===== config.mk =====
export PLATFORM = sky130hd
export DESIGN_NAME = mem_wb_writeback
export DESIGN_NICKNAME = d
export VERILOG_FILES = /design/src/rtl/mem_wb_writeback.sv
export SDC_FILE = /design/constraint.sdc
export NUM_CORES = 1
export LEC_CHECK = 0
export ABC_CLOCK_PERIOD_IN_PS = 4200
export BUFFER_PORTS_ARGS = -buffer_cell sky130_fd_sc_hd__buf_2
export CAP_MARGIN = 10
export CORE_MARGIN = 5
export CORE_UTILIZATION = 50
export DETAILED_ROUTE_END_ITERATION = 16
export PLACE_DENSITY = 0.77
export SETUP_SLACK_MARGIN = 0.15
export SYNTH_ARGS = -nofsm -noshare
export SYNTH_HDL_FRONTEND = slang
export SYNTH_SLANG_ARGS = --single-unit

===== constraint.sdc =====
create_clock -name Clk -period 4.2 [get_ports Clk]
set_clock_uncertainty 0.1 [all_clocks]
set_input_delay 0.42 -clock Clk [delete_from_list [all_inputs] [get_ports Clk]]
set_output_delay 0.42 -clock Clk [all_outputs]
set_load 0.01 [all_outputs]

===== src/rtl/mem_wb_writeback.sv =====
// mem_wb_writeback: MIPS32 write-back stage. Registers the MEM-stage result,
// selects ALU / load / link data, and shares the single register-file write
// port between in-order pipeline writes and late multi-cycle results held in
// a 2-entry FIFO. Pipeline writes always win the port; the FIFO drains on
// cycles with no pipeline write.
module mem_wb_writeback #(
    parameter int DEPTH = 2
) (
    input  logic        Clk,
    input  logic        Rst,
    input  logic        RegWrite_MEM,
    input  logic        MemtoReg_MEM,
    input  logic        Link_MEM,
    input  logic [4:0]  Write_Register_MEM,
    input  logic [31:0] ALU_Result_MEM,
    input  logic [31:0] Read_Data_MEM,
    input  logic [31:0] PC_Plus4_MEM,
    input  logic        Stall_WB,
    input  logic        Flush_WB,
    input  logic        Late_Valid,
    input  logic [4:0]  Late_Register,
    input  logic [31:0] Late_Data,
    output logic        Late_Ready,
    output logic [1:0]  Late_Pending,
    output logic [4:0]  Write_Register_WB,
    output logic [31:0] Write_Data_WB,
    output logic        RegWrite_WB
);

    typedef struct packed {
        logic [4:0]  rd;
        logic [31:0] data;
    } wb_entry_t;

    wb_entry_t   queue_q [0:1];
    wb_entry_t   queue_d [0:1];
    logic [1:0]  count_q;
    logic [1:0]  count_d;

    logic        pipe_valid;
    logic [31:0] pipe_data;
    logic        push;
    logic        pop;
    wb_entry_t   late_entry;

    // Ready and pending come straight from the registered count, so they are
    // stable for the whole cycle and a full queue never sees a push.
    assign Late_Ready   = (count_q != 2'(DEPTH));
    assign Late_Pending = count_q;

    // Pipeline candidate and write-data select; link outranks load data.
    assign pipe_valid = RegWrite_MEM && (Write_Register_MEM != 5'd0) && !Flush_WB;
    assign pipe_data  = Link_MEM     ? (PC_Plus4_MEM + 32'd4) :
                        MemtoReg_MEM ? Read_Data_MEM : ALU_Result_MEM;

    // Writes to $0 are accepted from the source but never stored.
    assign push = Late_Valid && Late_Ready && (Late_Register != 5'd0);
    // The head only leaves when the port is free and the stage is not held.
    assign pop  = !Stall_WB && !pipe_valid && (count_q != 2'd0);

    assign late_entry = '{rd: Late_Register, data: Late_Data};

    // Next FIFO contents: shift on pop, then append at the post-pop tail.
    always_comb begin
        // NOTE: every always_comb output gets a default first so no path
        // leaves it unassigned, which would otherwise infer a latch.
        queue_d = queue_q;
        count_d = count_q + {1'b0, push} - {1'b0, pop};
        if (pop) begin
            queue_d[0] = queue_q[1];
        end
        if (push) begin
            if ((count_q - {1'b0, pop}) == 2'd0) begin
                queue_d[0] = late_entry;
            end else begin
                queue_d[1] = late_entry;
            end
        end
    end

    // Occupancy register; reset empties the queue.
    always_ff @(posedge Clk) begin
        // NOTE: sequential state uses non-blocking assignments so every
        // register samples pre-edge values regardless of statement order.
        if (Rst) begin
            count_q <= 2'd0;
        end else begin
            count_q <= count_d;
        end
    end

    // FIFO storage; validity is carried entirely by count_q.
    always_ff @(posedge Clk) begin
        // NOTE: entry storage is not reset; stale contents are unreachable
        // once the count is zero, so the reset fan-out is kept off the data.
        queue_q <= queue_d;
    end

    // Write-port slot: pipeline first, then queue head, else idle with the
    // address/data held; a stall freezes everything.
    always_ff @(posedge Clk) begin
        if (Rst) begin
            RegWrite_WB       <= 1'b0;
            Write_Register_WB <= 5'd0;
            Write_Data_WB     <= 32'd0;
        end else if (!Stall_WB) begin
            if (pipe_valid) begin
                RegWrite_WB       <= 1'b1;
                Write_Register_WB <= Write_Register_MEM;
                Write_Data_WB     <= pipe_data;
            end else if (pop) begin
                RegWrite_WB       <= 1'b1;
                Write_Register_WB <= queue_q[0].rd;
                Write_Data_WB     <= queue_q[0].data;
            end else begin
                RegWrite_WB       <= 1'b0;
            end
        end
    end

endmodule


# Word level (Yosys, flattened, before mapping)
# Index checks and enable logic that the tools add are counted.
# W data, S select, Z words.
[classes]
order_cmp = 0
bitwise = 2
div_mod_pow = 0
shift = 0
multipliers = 0
n_reduce_logical = 16
eq_ne = 1
muxes = 12
addsub = 4
[ops]
columns = ["op", "n"]
rows = [
  ["$mux W32", 4],
  ["$mux W37", 3],
  ["$mux W74", 1],
  ["$add A32 B3 Y32 const B", 1],
  ["$mux W5", 2],
  ["$reduce_bool A5 Y1", 2],
  ["$logic_and A1 B1 Y1", 6],
  ["$reduce_and A2 Y1", 2],
  ["$reduce_bool A2 Y1", 2],
  ["$sub A2 B1 Y2", 2],
  ["$logic_not A1 Y1", 3],
  ["$add A2 B1 Y2", 1],
  ["$logic_not A2 Y1", 1],
  ["$mux W1", 2],
  ["$ne A2 B2 Y1 const B", 1],
  ["$not A1 Y1", 2],
]
[word_totals]
ff_bits = 114
latch_bits = 0
ramBits = 0
elab_cells = 43
mem_count = 0
romBits = 0
input_bits = 146

# Logic depth before layout (Yosys ltp)
# Gate-level depths: netlist of the first run.
[depth]
ltp_word = 10
mapped_depth = 9
ltp_nobuf = 8

# Least setup slack after synthesis of the first run
# Ideal clock, no wire load.
[synth_path]
path_type = "input-to-reg"
startpoint = "in RegWrite_MEM"
endpoint = "reg queue_q[0] (netlist name) (enable)"
slack_ns = 0.583
t_arrival_ns = 3.073
cell_stages = 5
n_path_buf = 1
cell_sequence = "nor2b_1 > clkbuf_1 > o31a_1 > o21ai_2 > a21oi_1"
[synth_between]
elab_chain_len = 9
[synth_rtl]
columns = ["element", "line_no", "source"]
rows = [
  ["start, declared", "11", "input logic RegWrite_MEM,"],
  ["$logic_and A1 B1 Y1 (2 in series)", "52", "assign pipe_valid = RegWrite_MEM && (Write_Register_MEM != 5'd0) && !Flush_WB;"],
  ["$logic_not A1 Y1", "59", "assign pop = !Stall_WB && !pipe_valid && (count_q != 2'd0);"],
  ["$logic_and A1 B1 Y1 (2 in series)", "59", ""],
  ["$sub A2 B1 Y2", "73", "if ((count_q - {1'b0, pop}) == 2'd0) begin"],
  ["$logic_not A2 Y1", "73", ""],
  ["$not A1 Y1 (no source line)", "--", ""],
  ["$reduce_and A2 Y1 (no source line)", "--", ""],
  ["end signal, assigned", "96", "queue_q <= queue_d;"],
  ["end, declared", "35", "wb_entry_t queue_q [0:1];"],
]
# No other way between the ends.
# A chain may end at the register's enable or synchronous reset.

==> results of run 1 <==
-- final cells by class --
cell class                      instances  area [µm²]
Timing Repair Buffer                  191       968.4
Tap cell                              143       178.9
Inverter                                7       26.28
Multi-Input combinational cell        407        2977
Clock buffer                           17       425.4
Sequential cell                       114        2653
Clock inverter                         15       195.2
Fill cell                             905        3995
-- cell families (layout without fill, tap and decap cells) --
kind of cell	count (synthesis)	after routing	synth area share (%)
flip-flops	114	114	45.65
adder cells (fa/ha/maj)	2	2	0.4306
multiplexers	92	92	17.51
AO/OA/AOI/OAI	128	128	15.70
XOR/XNOR	20	20	3.015
buffers and inverters	49	230	3.359
AND/OR/NAND/NOR	165	165	14.34
-- critical path, stage by stage, from the launching register on --
cell	delay, ns
dfxtp_1	0.38
or4_1	0.60
o221a_2	0.30
nand2_2	0.74
mux2_2	0.42
mux2_2	0.28
-- per-layer routing --
layer  routed length [µm]  up-vias  GRT usage (%)
met5                   13        -              0
met4                  506        2          10.90
met3                 1509       43          6.487
met2                 8378      285          40.56
met1                 6878     2487          29.78
li1                     -     2502              -
-- final timing paths --
check,end,slack [ns],cells after the start
setup reg to reg,queue_q[43],1.24,5
hold / removal,queue_q[0],0.1,1
hold reg to reg,RegWrite_WB,0.37,2
setup / recovery,queue_q[43],1.24,5
-- flip-flops by register name, indices dropped and copies added, names as in the netlist --
name / cells
Write_Data_WB: 32
RegWrite_WB: 1
queue_q: 74
Write_Register_WB: 5
Late_Pending: 2
-- cells in the mapped netlist (13+ instances only) --
library cell,n,area share (%)
o21ai_0,21,1.8
nor2_1,35,2.3
a211oi_1,33,4.3
mux2_1,13,2.5
nor3_1,26,2.2
xnor2_1,17,2.6
mux2_2,64,12
nor2b_1,17,1.8
clkbuf_1,29,1.9
mux2i_1,15,2.6
dfxtp_1,77,27
a21oi_1,22,1.9
edfxtp_1,37,19
nand3_1,13,1.1
nand2_1,33,2.1
-- power by group through the flow --
stage               Combinational (mW)  Clock [mW]  Sequential, mW
global route                      1.55        1.56            1.76
finish                            1.40        1.50            1.72
floorplan                        0.938           0            1.74
detailed placement                1.39           0            1.74
global placement                  1.33           0            1.72
CTS                               1.41        1.51            1.72
-- stage by stage --
stage | worst slack (ns) | hold slack (ns) | cell area, µm²
after floorplan | 0.5831 | 0.3560 | 5811
after global placement | 1.248 | 0.3436 | 6803
after detailed placement | 1.139 | 0.3523 | 6803
after CTS | 1.263 | 0.08727 | 7423
after global routing | 1.152 | 0.08321 | 7423
final | 1.241 | 0.09753 | 7423
==> impl_metrics.py, run 1 <==
metrics = {
    "sta": {
        "rsz0062_at_grt": "no",
        "finalSetupViolations": 0,
        "slew_headroom_pct": 32.01,
        "hold_viol": 0,
        "drv_slew": 0,
        "period_minus_slack_ns": 2.959,
        "fmax_mhz": 338.0,
        "finalCritPeriodShare_pct": 70.44,
        "tightest_slew_ns": 1.020,
        "fin_tns_setup_ns": 0,
    },
    "routing": {
        "num_vias": 5319,
        "viasPerCell": 5.950,
        "drt-pass1-iter-count": 6,
        "antenna_left": 0,
        "drt-initial-drc-count": 435,
        "drc_errors": 0,
        "avgRoutedWirePerCell_um": 19.34,
        "wirelength_mm": 17.29,
    },
    "place": {
        "place_inst": 862,
        "port_buffers": 186,
        "hpwlAfterDp_mm": 12.16,
        "gp_congestion": 0.8245,
    },
    "cells_and_area": {
        "drive_gt1_share_pct": 39.68,
        "final_common_cell": "buf_2",
        "final_nets": 886,
        "synthToLayoutAreaGrowth_pct": 27.76,
        "final_cell_mix": "buf_2 (186), dfxtp_1 (77), mux2_2 (64), edfxtp_1 (37), nor2_1 (35)",
        "final_util_pct": 65.01,
        "antenna-diode-count": 0,
        "instances_no_fill": 894,
    },
    "pwr": {
        "vdd_ir_drop_max_mv": 0.3763,
        "p_comb_share_pct": 30.4,
        "p_clk_share_pct": 32.4,
        "p_per_area_nw_per_um2": 622.7,
        "power.switching_mw": 1.440,
        "swShare_pct": 31.16,
        "total_power_mw": 4.623,
        "p_leak_nw": 2.977,
        "seq_power_share_pct": 37.2,
        "p_int_mw": 3.183,
    },
    "clocking": {
        "cts_tree": "built",
        "cts.sinks": 114,
        "post_cts_resized": 0,
        "cts_max_path_buffers": 2,
        "ctsHoldBuffers": 0,
        "clkTransAtPathRegs_ns": 0.06,
        "h-tree-depth": 4,
        "cts_setup_buffers": 0,
        "cts-root-buf": "clkbuf_16",
        "clkLatencyLatePin_ns": 0.41,
        "numCtsBuffers": 17,
    },
    "setup_path": {
        "critPathMaxFanout": 40,
        "worstPathArrival_ns": 3.14,
        "crit_required_ns": 4.38,
        "worstSetupPathType": "reg2reg",
        "end_kind": "flip-flop",
        "start_kind": "flip-flop",
        "cp-startpoint": "Late_Pending[1]",
        "r2r_start": "Late_Pending[1]",
    },
    "global_routing": {
        "first_global_vias": 5460,
        "antenna_found_initial": 1,
        "grt_overflow": 0,
        "grt_usage_pct": 24.46,
        "grt_pass1_wl_mm": 27.51,
        "grt_start_max_net_pins": 57,
    },
    "die": {
        "core_um2": 11420,
        "rows": 39,
        "die_area_um2": 13880,
        "pin_count": 187,
        "initial_core_util_pct": 50.89,
        "die_h_um": 117.8,
        "dieWidth_um": 117.8,
    },
    "synthesis": {
        "synthFlopType": "dfxtp_1",
        "synth.net_count": 718,
        "async_flop_share_pct": 0,
        "yosysUniqueCellTypes": 50,
        "ys_seq_area_share_pct": 45.65,
        "yosys_register_bits": 114,
        "synth_enable_flop_cells": 37,
        "avgSynthCellArea_um2": 10.19,
        "netlist_area_um2": 5811,
        "yosys_warnings": 0,
        "syn_inst": 570,
    },
    "hold_path": {
        "hold_path_class": "in2reg",
        "worstHoldStart": "Late_Data[0]",
    },
    "run": {
        "drv_cap": 0,
    },
    "outcome": {
        "status": "completed",
    },
}
(Power assumes the default switching activity.)
==> inputs of run 2 (changes only) <==
--- a/config.mk
+++ b/config.mk
@@ -5,7 +5,7 @@
 export SDC_FILE = /design/constraint.sdc
 export NUM_CORES = 1
 export LEC_CHECK = 0
-export ABC_CLOCK_PERIOD_IN_PS = 4200
+export ABC_CLOCK_PERIOD_IN_PS = 2900
 export BUFFER_PORTS_ARGS = -buffer_cell sky130_fd_sc_hd__buf_2
 export CAP_MARGIN = 10
 export CORE_MARGIN = 5
==> constraint.sdc (replaced) <==
create_clock -name Clk -period 2.9 [get_ports Clk]
set_clock_uncertainty 0.1 [all_clocks]
set_input_delay 0.29 -clock Clk [delete_from_list [all_inputs] [get_ports Clk]]
set_output_delay 0.29 -clock Clk [all_outputs]
set_load 0.01 [all_outputs]
==> run 2 against run 1 <==
Compared with the run above: combinational power increased by 53%; design area grew 6.4%; sequential power up 45%; sequential share of layout area is 2.1 points lower; sequential cell count did not move; count of clock-buffer cells in the layout unchanged; die area is the same; power up 48%; largest cell class unchanged.
==> impl_metrics.py, run 2 (synthesized netlist as in run 1, its figures left out) <==
metrics = {
    "sta": {
        "finalCritPeriodShare_pct": 88.41,
        "period_minus_slack_ns": 2.564,
        "tightest_slew_ns": 0.8209,
        "slew_headroom_pct": 45.15,
        "fmax_mhz": 390.0,
        "drv_slew": 0,
        "hold_viol": 0,
        "rsz0062_at_grt": "no",
        "finalSetupViolations": 0,
        "fin_tns_setup_ns": 0,
    },
    "setup_path": {
        "worstSetupPathType": "reg2reg",
        "crit_required_ns": 3.09,
        "end_kind": "flip-flop",
        "r2r_cells": 6,
        "start_kind": "flip-flop",
        "max_stage_delay_ns": 0.59,
        "rrSetupSlack_ns": 0.34,
        "r2r_start": "Late_Pending[1]",
        "cpMaxStageDelayCell": "or4_1",
        "rr_endpoint": "queue_q[70]",
        "crit_chain": "or4_1 > o221a_2 > nand2_2 > buf_12 > mux2_1 > mux2_2",
        "critPathMaxFanout": 14,
        "worstPathArrival_ns": 2.75,
    },
    "routing": {
        "wl_met2_mm": 8.918,
        "viasPerCell": 5.917,
        "antenna_left": 0,
        "drt-pass1-iter-count": 6,
        "avgRoutedWirePerCell_um": 19.46,
        "dr_wl_met3_mm": 1.467,
        "drc_errors": 0,
        "drt-initial-drc-count": 477,
        "met1_length_mm": 7.387,
        "wirelength_mm": 18.33,
        "top_layer": "met4",
        "num_vias": 5574,
    },
    "clocking": {
        "clkTransAtPathRegs_ns": 0.06,
        "clkLatencyLatePin_ns": 0.41,
        "numCtsBuffers": 17,
        "cts_tree": "built",
        "cts_max_path_buffers": 2,
        "cts-root-buf": "clkbuf_16",
        "h-tree-depth": 4,
        "cts_setup_buffers": 0,
        "post_cts_resized": 0,
        "ctsHoldBuffers": 33,
        "cts.sinks": 114,
    },
    "run": {
        "drv_cap": 0,
    },
    "hold_path": {
        "hold_end": "queue_q[19]",
        "worstHoldStart": "Late_Data[19]",
        "hold_path_class": "in2reg",
        "hold_depth": 1,
    },
    "global_routing": {
        "first_global_vias": 5727,
        "grt_overflow": 0,
        "antenna_found_initial": 1,
        "grt_start_max_net_pins": 52,
        "grt_usage_pct": 25.47,
        "grt_pass1_wl_mm": 28.72,
    },
    "die": {
        "core_um2": 11420,
        "die_area_um2": 13880,
        "rows": 39,
        "dieWidth_um": 117.8,
        "initial_core_util_pct": 50.89,
        "die_h_um": 117.8,
        "pin_count": 187,
    },
    "cells_and_area": {
        "instances_no_fill": 942,
        "largest_reg_flops": 74,
        "final_util_pct": 69.15,
        "nFillCells": 845,
        "final_common_cell": "buf_2",
        "top_regs": "queue_q: 74 flops, Write_Data_WB: 32 flops, Write_Register_WB: 5 flops",
        "regMostFlops": "queue_q",
        "synthToLayoutAreaGrowth_pct": 35.90,
        "final_nets": 933,
        "drive_gt1_share_pct": 38.72,
        "final_cell_mix": "buf_2 (186), dfxtp_1 (77), mux2_2 (64), edfxtp_1 (37), dlygate4sd3_1 (36)",
    },
    "place": {
        "hpwlAfterDp_mm": 12.54,
        "place_inst": 873,
        "gp_congestion": 0.8541,
        "port_buffers": 186,
    },
    "pwr": {
        "seq_power_share_pct": 36.5,
        "vdd_ir_drop_max_mv": 0.4506,
        "p_clk_share_pct": 32.2,
        "p_comb_share_pct": 31.3,
        "p_int_mw": 4.692,
        "swShare_pct": 31.36,
        "p_leak_nw": 3.192,
        "p_per_area_nw_per_um2": 865.6,
        "power.switching_mw": 2.144,
    },
    "outcome": {
        "status": "completed",
    },
}
-- run 2: cell count changes in the layout (fill, tap and decap cells not counted), sizes merged --
| cell | previous run | this run |
|---|---|---|
| dlygate4sd3 | 0 | 36 |
| diode | 0 | 1 |
| buf | 191 | 202 |
-- run 2: layout make-up --
type | count | area, µm² | share of cell area [%]
tap | 143 | 178.9 | 2.266
timing repair buffer | 238 | 1436 | 18.19
sequential | 114 | 2653 | 33.59
antenna | 1 | 2.502 | 0.03169
clock inverter | 15 | 197.7 | 2.504
clock buffer | 17 | 425.4 | 5.387
multi-input combinational | 407 | 2977 | 37.70
inverter | 7 | 26.28 | 0.3328
-- run 2: power groups by stage --
stage | combinational, mW | clock [mW] | sequential, mW
4_1_cts | 2.13 | 2.22 | 2.49
2_1_floorplan | 1.36 | 0 | 2.51
5_1_grt | 2.33 | 2.31 | 2.55
3_5_place_dp | 2.08 | 0 | 2.51
6_report | 2.14 | 2.20 | 2.50
3_3_place_gp | 2.00 | 0 | 2.48
-- run 2: worst max-delay path by stage --
stage / start / end / slack (ns) / cells after the start
4_1_cts: Late_Pending[1] / queue_q[70] / 0.33 / 6
3_3_place_gp: PC_Plus4_MEM[2] / Write_Data_WB[28] / 0.25 / 7
2_1_floorplan: RegWrite_MEM / queue_q[0] / 0.24 / 5
5_1_grt: Late_Pending[1] / queue_q[70] / 0.26 / 6
6_report: Late_Pending[1] / queue_q[70] / 0.34 / 6
3_5_place_dp: PC_Plus4_MEM[2] / Write_Data_WB[28] / 0.22 / 7
-- run 2: through the flow --
stage	worst slack, ns	total power, mW	hold slack (ns)	instance area [µm²]
floorplan	0.2362	3.875	0.2889	5814
global placement	0.2505	4.478	0.3715	6910
detailed placement	0.2239	4.588	0.3778	6910
CTS	0.3301	6.839	0.0006965	7864
global route	0.2603	7.192	0.001127	7896
finish	0.3360	6.835	0.01965	7896
-- run 2: worst max-delay path, delay by kind of cell, from the launching register on --
kind	cells	cell delay [ns]
mux	2	0.61
buf+inv	1	0.20
simple gates	2	0.88
compound gates	1	0.29
flops	1	0.37
-- run 2: metal layers --
metal,up-vias,GRT usage [%]
li1,2590,-
met1,2643,31.69
met2,294,41.69
met3,47,6.007
met4,0,11.97
met5,-,0
==> inputs of run 3 (changes only) <==
--- a/config.mk
+++ b/config.mk
@@ -12,6 +12,7 @@
 export CORE_UTILIZATION = 50
 export DETAILED_ROUTE_END_ITERATION = 16
 export PLACE_DENSITY = 0.77
+export RECOVER_POWER = 25
 export SETUP_SLACK_MARGIN = 0.15
 export SYNTH_ARGS = -nofsm -noshare
 export SYNTH_HDL_FRONTEND = slang
==> run 3 against run 2 <==
Compared with the run above: design area fell by 0.62%; combinational power barely moved; wire length hardly changed; worst hold slack improved by 0.047 ns; die area unchanged; non-clock buffer count did not move; sequential cell count unchanged; utilization fell by 0.43 points; clock power about the same.
==> impl_metrics.py, run 3 (synthesized netlist as in run 1, its figures left out) <==
metrics = {
    "outcome": {
        "status": "completed",
    },
    "clocking": {
        "clkTransAtPathRegs_ns": 0.06,
        "cts-root-buf": "clkbuf_16",
        "clkLatencyLatePin_ns": 0.40,
        "numCtsBuffers": 17,
        "cts_tree": "built",
        "post_cts_resized": 0,
        "cts_max_path_buffers": 2,
        "ctsHoldBuffers": 33,
        "h-tree-depth": 4,
        "cts_setup_buffers": 0,
        "cts.sinks": 114,
    },
    "cells_and_area": {
        "final_util_pct": 68.73,
        "drive_gt1_share_pct": 33.83,
        "largest_reg_flops": 74,
        "top_regs": "queue_q: 74 flops, Write_Data_WB: 32 flops, Write_Register_WB: 5 flops",
        "regMostFlops": "queue_q",
        "stdcell_area_um2": 7848,
        "instances_no_fill": 942,
        "final_nets": 933,
        "final_common_cell": "buf_2",
        "synthToLayoutAreaGrowth_pct": 35.06,
        "final_cell_mix": "buf_2 (146), dfxtp_1 (77), mux2_2 (64), clkbuf_1 (39), edfxtp_1 (37)",
    },
    "sta": {
        "finalCritPeriodShare_pct": 88.55,
        "hold_viol": 0,
        "finalSetupViolations": 0,
        "period_minus_slack_ns": 2.568,
        "rsz0062_at_grt": "no",
        "drv_slew": 0,
        "slew_headroom_pct": 44.35,
        "finalWorstSetupSlack_ns": 0.3322,
        "fmax_mhz": 389.4,
        "tightest_slew_ns": 0.8329,
        "fin_tns_setup_ns": 0,
        "hold_slack_ns": 0.06662,
    },
    "pwr": {
        "p_leak_nw": 3.072,
        "vdd_ir_drop_max_mv": 0.4482,
        "p_per_area_nw_per_um2": 869.3,
        "total_power_mw": 6.822,
    },
    "die": {
        "initial_core_util_pct": 50.89,
        "die_area_um2": 13880,
        "die_h_um": 117.8,
        "core_um2": 11420,
        "dieWidth_um": 117.8,
        "rows": 39,
        "pin_count": 187,
    },
    "hold_path": {
        "hold_end": "queue_q[19]",
        "worstHoldStart": "Late_Data[19]",
        "hold_depth": 1,
        "hold_path_class": "in2reg",
    },
    "global_routing": {
        "grt_start_max_net_pins": 52,
        "first_global_vias": 5727,
        "antenna_found_initial": 1,
        "grt_overflow": 0,
        "grt_pass1_wl_mm": 28.72,
        "grt_usage_pct": 25.47,
    },
    "place": {
        "hpwlAfterDp_mm": 12.54,
        "port_buffers": 186,
        "placed_area_um2": 6910,
        "gp_congestion": 0.8541,
        "post-place-ws_ns": 0.2239,
        "place_inst": 873,
    },
    "setup_path": {
        "max_stage_delay_ns": 0.59,
        "worstSetupPathType": "reg2reg",
        "cpMaxStageDelayCell": "or4_1",
        "r2r_cells": 6,
        "crit_chain": "or4_1 > o221a_2 > nand2_2 > buf_12 > mux2_1 > mux2_2",
        "rr_endpoint": "queue_q[70]",
        "end_kind": "flip-flop",
        "r2r_start": "Late_Pending[1]",
        "worstPathArrival_ns": 2.75,
        "start_kind": "flip-flop",
        "critPathMaxFanout": 14,
        "rrSetupSlack_ns": 0.33,
        "crit_required_ns": 3.08,
    },
    "routing": {
        "antenna_left": 0,
        "num_vias": 5578,
        "avgRoutedWirePerCell_um": 19.45,
        "drt-initial-drc-count": 507,
        "wirelength_mm": 18.32,
        "drc_errors": 0,
        "viasPerCell": 5.921,
        "drt-pass1-iter-count": 9,
    },
    "run": {
        "drv_cap": 0,
    },
}
-- run 3: how the worst max path moves through the flow --
stage / cells past startpoint / slack (ns) / end / from
6_report: 6 / 0.33 / queue_q[70] / Late_Pending[1]
5_1_grt: 6 / 0.26 / queue_q[70] / Late_Pending[1]
4_1_cts: 6 / 0.33 / queue_q[70] / Late_Pending[1]
3_5_place_dp: 7 / 0.22 / Write_Data_WB[28] / PC_Plus4_MEM[2]
3_3_place_gp: 7 / 0.25 / Write_Data_WB[28] / PC_Plus4_MEM[2]
2_1_floorplan: 5 / 0.24 / queue_q[0] / RegWrite_MEM
-- run 3: where the power goes --
part	internal (mW)	switching, mW	total, mW
sequential	2.22	0.277	2.50
clock	1.38	0.816	2.20
combinational	1.07	1.05	2.13
-- run 3: per-layer routing --
metal	vias up	part of all wire, %	GRT usage, %
met3	57	8.2	6.007
li1	2596	-	-
met4	0	3.9	11.97
met2	309	48	41.69
met5	-	0	0
met1	2616	40	31.69
-- run 3: layout make-up --
class	instances	area, µm²
Antenna cell	1	2.502
Clock buffer	17	425.4
Inverter	7	26.28
Sequential cell	114	2653
Timing Repair Buffer	238	1388
Clock inverter	15	197.7
Fill cell	872	3571
Multi-Input combinational cell	407	2977
Tap cell	143	178.9
-- run 3: critical path, delay by kind of cell (launching register included) --
kind                   cells  cell delay, ns
flip-flops                 1            0.37
multiplexers               2            0.61
AND/OR/NAND/NOR            2            0.88
buffers and inverters      1            0.20
AO/OA/AOI/OAI              1            0.29
